`config.mk`:
```
export PLATFORM = sky130hd
export DESIGN_NAME = regfile_mp
export DESIGN_NICKNAME = d
export VERILOG_FILES = /design/src/rtl/regfile_mp.sv
export SDC_FILE = /design/constraint.sdc
export NUM_CORES = 2
export LEC_CHECK = 0
export CORE_MARGIN = 2
export CORE_UTILIZATION = 52
export DETAILED_ROUTE_END_ITERATION = 7
export PLACE_DENSITY_LB_ADDON = 0.12
export SETUP_SLACK_MARGIN = 0.15
export SYNTH_ARGS = -nofsm -noshare
export SYNTH_HDL_FRONTEND = slang
export SYNTH_SLANG_ARGS = --single-unit
```
`constraint.sdc`:
```
create_clock -name clk -period 4 [get_ports clk]
set_clock_uncertainty 0.1 [all_clocks]
set_input_delay 0.4 -clock clk [delete_from_list [all_inputs] [get_ports clk]]
set_output_delay 0.4 -clock clk [all_outputs]
set_load 0.005 [all_outputs]
```
`src/rtl/regfile_mp.sv`:
```
// Multi-port register file for the pipelined MIPS datapath.
// Port A: full-word ALU writeback. Port B: byte-lane load return.
// Per-register pending bits track loads in flight for the hazard unit.
// Register 0 reads as zero and ignores writes and marks; dbg_v0 mirrors $v0.
module regfile_mp #(
    parameter int DATA_W = 32,
    parameter int DEPTH  = 32,
    parameter int ADDR_W = $clog2(DEPTH),
    parameter int NRD    = 2,
    parameter int BYPASS = 1
) (
    input  logic                  clk,
    input  logic                  reset,
    input  logic [NRD*ADDR_W-1:0] ra,
    output logic [NRD*DATA_W-1:0] rd,
    output logic [NRD-1:0]        rd_busy,
    input  logic                  wea,
    input  logic [ADDR_W-1:0]     waa,
    input  logic [DATA_W-1:0]     wda,
    input  logic [DATA_W/8-1:0]   web,
    input  logic [ADDR_W-1:0]     wab,
    input  logic [DATA_W-1:0]     wdb,
    input  logic                  mark_en,
    input  logic [ADDR_W-1:0]     mark_addr,
    output logic                  any_busy,
    output logic [DATA_W-1:0]     dbg_v0
);

    localparam int NLANE = DATA_W / 8;
    // With only two registers there is no $v0; the tap then shows r0 (zero).
    localparam int V0    = (DEPTH > 2) ? 2 : 0;

    logic [DATA_W-1:0] mem      [DEPTH];
    logic [DATA_W-1:0] mem_next [DEPTH];
    logic [DEPTH-1:0]  pend;
    logic [DEPTH-1:0]  pend_next;
    logic [ADDR_W-1:0] ra_cur;
    logic [7:0]        lane;

    // Next register contents and pending bits: port B owns its enabled lanes,
    // port A fills the rest; a mark beats a same-cycle load return.
    always_comb begin
        for (int r = 0; r < DEPTH; r++) begin
            mem_next[r]  = mem[r];
            pend_next[r] = pend[r];
            if (r != 0) begin
                for (int j = 0; j < NLANE; j++) begin
                    if (web[j] && (wab == ADDR_W'(r)))
                        mem_next[r][8*j +: 8] = wdb[8*j +: 8];
                    else if (wea && (waa == ADDR_W'(r)))
                        mem_next[r][8*j +: 8] = wda[8*j +: 8];
                end
                if (mark_en && (mark_addr == ADDR_W'(r)))
                    pend_next[r] = 1'b1;
                else if ((|web) && (wab == ADDR_W'(r)))
                    pend_next[r] = 1'b0;
            end
        end
    end

    // Storage, scoreboard and debug tap; reset clears everything at once.
    always_ff @(posedge clk or negedge reset) begin
        if (!reset) begin
            for (int r = 0; r < DEPTH; r++)
                mem[r] <= '0;
            pend   <= '0;
            dbg_v0 <= '0;
        end else begin
            for (int r = 0; r < DEPTH; r++)
                mem[r] <= mem_next[r];
            pend   <= pend_next;
            dbg_v0 <= mem_next[V0];
        end
    end

    // Read ports with optional per-lane forwarding; forced to zero in reset
    // so forwarded write data cannot leak out while the array is cleared.
    always_comb begin
        rd      = '0;
        rd_busy = '0;
        ra_cur  = '0;
        lane    = '0;
        for (int i = 0; i < NRD; i++) begin
            ra_cur = ra[i*ADDR_W +: ADDR_W];
            if (reset && (ra_cur != '0)) begin
                for (int j = 0; j < NLANE; j++) begin
                    lane = mem[ra_cur][8*j +: 8];
                    if ((BYPASS != 0) && web[j] && (wab == ra_cur))
                        lane = wdb[8*j +: 8];
                    else if ((BYPASS != 0) && wea && (waa == ra_cur))
                        lane = wda[8*j +: 8];
                    rd[i*DATA_W + 8*j +: 8] = lane;
                end
                // A full-word load return this cycle satisfies the consumer now.
                rd_busy[i] = pend[ra_cur] &&
                             !((BYPASS != 0) && (&web) && (wab == ra_cur));
            end
        end
    end

    assign any_busy = |pend;

endmodule
```
==> flow_metrics.env <==
export IMPL_status="finished, violations left"
export IMPL_violations="DRC, hold timing"
export IMPL_setup_viol=0
export IMPL_cts_sinks=1023
export IMPL_holdCritPathClass="input port to asynchronous set/reset pin"
export IMPL_grt_pass1_wl_mm=389
export IMPL_area_growth_pct=12.8
export IMPL_gr_total_overflow=0
export IMPL_ant_nets=0
export IMPL_netlist_area_um2=66200
export IMPL_final_cell_mix="mux2i_1, nor2_1, a21oi_1"
export IMPL_maxSlewHeadroom=0.343
export IMPL_synth_edf_count=0
export IMPL_seq_area_frac_synth=0.386
export IMPL_ios=196
export IMPL_core_area_um2=126000
export IMPL_dp_hpwl_mm=178
export IMPL_root_buffer="clkbuf_16"
export IMPL_drt_pass1_iter_count=8
export IMPL_syn_instance_count=6602
export IMPL_synth_nets=6699
export IMPL_antenna_found_initial=22
export IMPL_dp_cells=8048
export IMPL_p_int_mw=25.2
export IMPL_fp_dieH_um=361
export IMPL_grt_max_degree=156
export IMPL_ys_types=54
export IMPL_end_kind="output port"
export IMPL_synth_top_flop_cell="dfrtp_1"
export IMPL_finalHoldViolCount=244
export IMPL_layout_drive_gt1_share=0.175
export IMPL_cap_violations=0
export IMPL_port_buffer_count=195
export IMPL_cts_made_buffers=117
export IMPL_yosysWarnings=0
export IMPL_cp_max_fo=14
export IMPL_final_common_cell="mux2i_1"
export IMPL_htreeDepth=3
export IMPL_fin_util=0.593
export IMPL_routabilityCongestion=0.979
export IMPL_finalCritPeriodShare=0.975
export IMPL_rsz0062_at_grt="no"
export IMPL_wl_per_cell_um=32.2
export IMPL_final_max_slew_viol_count=0
export IMPL_p_leak_nw=33.2
export IMPL_peakVddDrop_v=0.000394
export IMPL_startpoint_type="input port"
export IMPL_insertion_delay_ns=0.75
export IMPL_avgViaCountPerCell=6.84
export IMPL_cp_required_ns=3.50
export IMPL_setup_worst_path_class="input port to output port"
export IMPL_rows=130
export IMPL_hold_ws_ns=-0.625
export IMPL_cp_arrival_ns=3.40
export IMPL_die_area_um2=130000
export IMPL_clkPwrFrac=0.301
export IMPL_num_vias=56600
export IMPL_drt_total_wl_mm=267
export IMPL_power_density_nw_per_um2=497
export IMPL_p_seq_frac=0.421
export IMPL_finalNetCount=6622
export IMPL_grt_total_usage=0.406
export IMPL_postSynth_asyncResetShare=1.00
export IMPL_total_power_mw=37.2
export IMPL_avgSynthCellArea_um2=10.0
export IMPL_finalNonFillerCells=8283
export IMPL_drtIter0Drc=7343
export IMPL_fmax_mhz=256
export IMPL_ctsLongestPathBuffers=3
export IMPL_die_width_um=361
export IMPL_clk_pin_slew_ns=0.07
export IMPL_p_comb_frac=0.278
export IMPL_switching_share=0.321
export IMPL_start_util=0.525
export IMPL_grt_pass1_vias=54800
export IMPL_p_sw_mw=11.9
export IMPL_drc_errors=5
export IMPL_worstMarginPinSlew_ns=0.982
export IMPL_min_period_ns=3.90
export IMPL_cts_tree="built"
export IMPL_ys_ff_latch=1023
-- repair_timing --
item                                    4_1_cts  5_1_grt
buffers inserted                              1        2
endpoints found under the setup margin       64       44
cloned                                        0        0
pin swaps                                     1       19
hold endpoints to repair                    398      150
resized for setup                            14       30
hold buffers                                  4        1
-- cell usage after synthesis (50+ instances only) --
| library cell | instances | area share |
|---|---|---|
| buf_2 | 139 | 0.011 |
| mux2i_1 | 1149 | 0.17 |
| dfrtp_1 | 1023 | 0.39 |
| a21oi_1 | 1087 | 0.082 |
| mux2_2 | 112 | 0.019 |
| nand2_1 | 270 | 0.015 |
| buf_1 | 86 | 0.0049 |
| clkbuf_1 | 464 | 0.026 |
| o21ai_0 | 104 | 0.0079 |
| buf_4 | 67 | 0.0076 |
| mux4_2 | 407 | 0.14 |
| a22oi_1 | 50 | 0.0057 |
| o221ai_1 | 75 | 0.0099 |
| nor2_1 | 1101 | 0.062 |
-- layer usage --
layer,up-vias,share of wire,track usage
li1,23900,-,-
met1,28000,0.37,0.518
met2,3672,0.44,0.611
met3,1052,0.12,0.116
met4,22,0.074,0.252
met5,-,0.00059,0
-- power groups by stage --
stage                     registers, mW  logic, mW  clock network [mW]
after floorplan                    14.8       7.42                   0
after global placement             15.6       9.91                   0
after detailed placement           15.7       10.1                   0
after CTS                          15.6       10.2                11.2
after global routing               16.0       11.1                11.7
final                              15.7       10.3                11.2
-- metrics by stage --
step                      TNS, ns  setup WS (ns)  area, um2  hold WS (ns)
after floorplan                 0           1.19      66200       0.00441
after global placement      -2.72         -0.369      70500         0.155
after detailed placement    -2.90         -0.337      70500         0.151
after CTS                       0          0.144      74600        -0.640
after global routing            0          0.152      74700        -0.620
final                           0          0.100      74700        -0.625
-- final timing paths --
path                                        end  depth (start not counted)  slack, ns                 start
max in group asynchronous  mem[648]$_DFFE_PN0P_                          5       1.56                 reset
min                        mem[960]$_DFFE_PN0P_                          1      -0.62                 reset
max                                      rd[14]                         10       0.10                 ra[2]
max reg2reg                mem[940]$_DFFE_PN0P_                          2       2.81  mem[940]$_DFFE_PN0P_
min reg2reg                pend[21]$_DFFE_PN0P_                          2       0.45  pend[21]$_DFFE_PN0P_
min in group clk           mem[489]$_DFFE_PN0P_                          3       0.33                wdb[9]
-- kinds of logic after synthesis --
| family | count (synthesis) | synth area share |
|---|---|---|
| compound gates | 1554 | 0.134 |
| xor+xnor | 20 | 0.00264 |
| buf+inv | 782 | 0.0516 |
| flops | 1023 | 0.386 |
| mux | 1668 | 0.331 |
| simple gates | 1555 | 0.0939 |
-- worst max-delay path: stages --
cell and delay (ns):
buf_4 0.25, buf_4 0.37, nand2b_2 0.28, buf_12 0.25, o221ai_1 0.28, a221o_1 0.18
o21ai_0 0.07, o21ai_0 0.41, a32o_1 0.35, clkdlybuf4s50_1 0.54
-- cell type report --
class / instances / area, um2
fillers: 10700 / 51300
multi-input cells: 4797 / 37500
flip-flops and latches: 1023 / 25600
repair buffers: 570 / 5510
clock buffers: 186 / 3620
well taps: 1650 / 2060
clock inverters: 31 / 324
inverters: 16 / 60.1
diodes: 10 / 25.0
-- sequential cells by signal, indices dropped and copies added, names as in the netlist --
signal and count:
mem 992, pend 31
No activity file was read; power rests on OpenSTA's default activity.
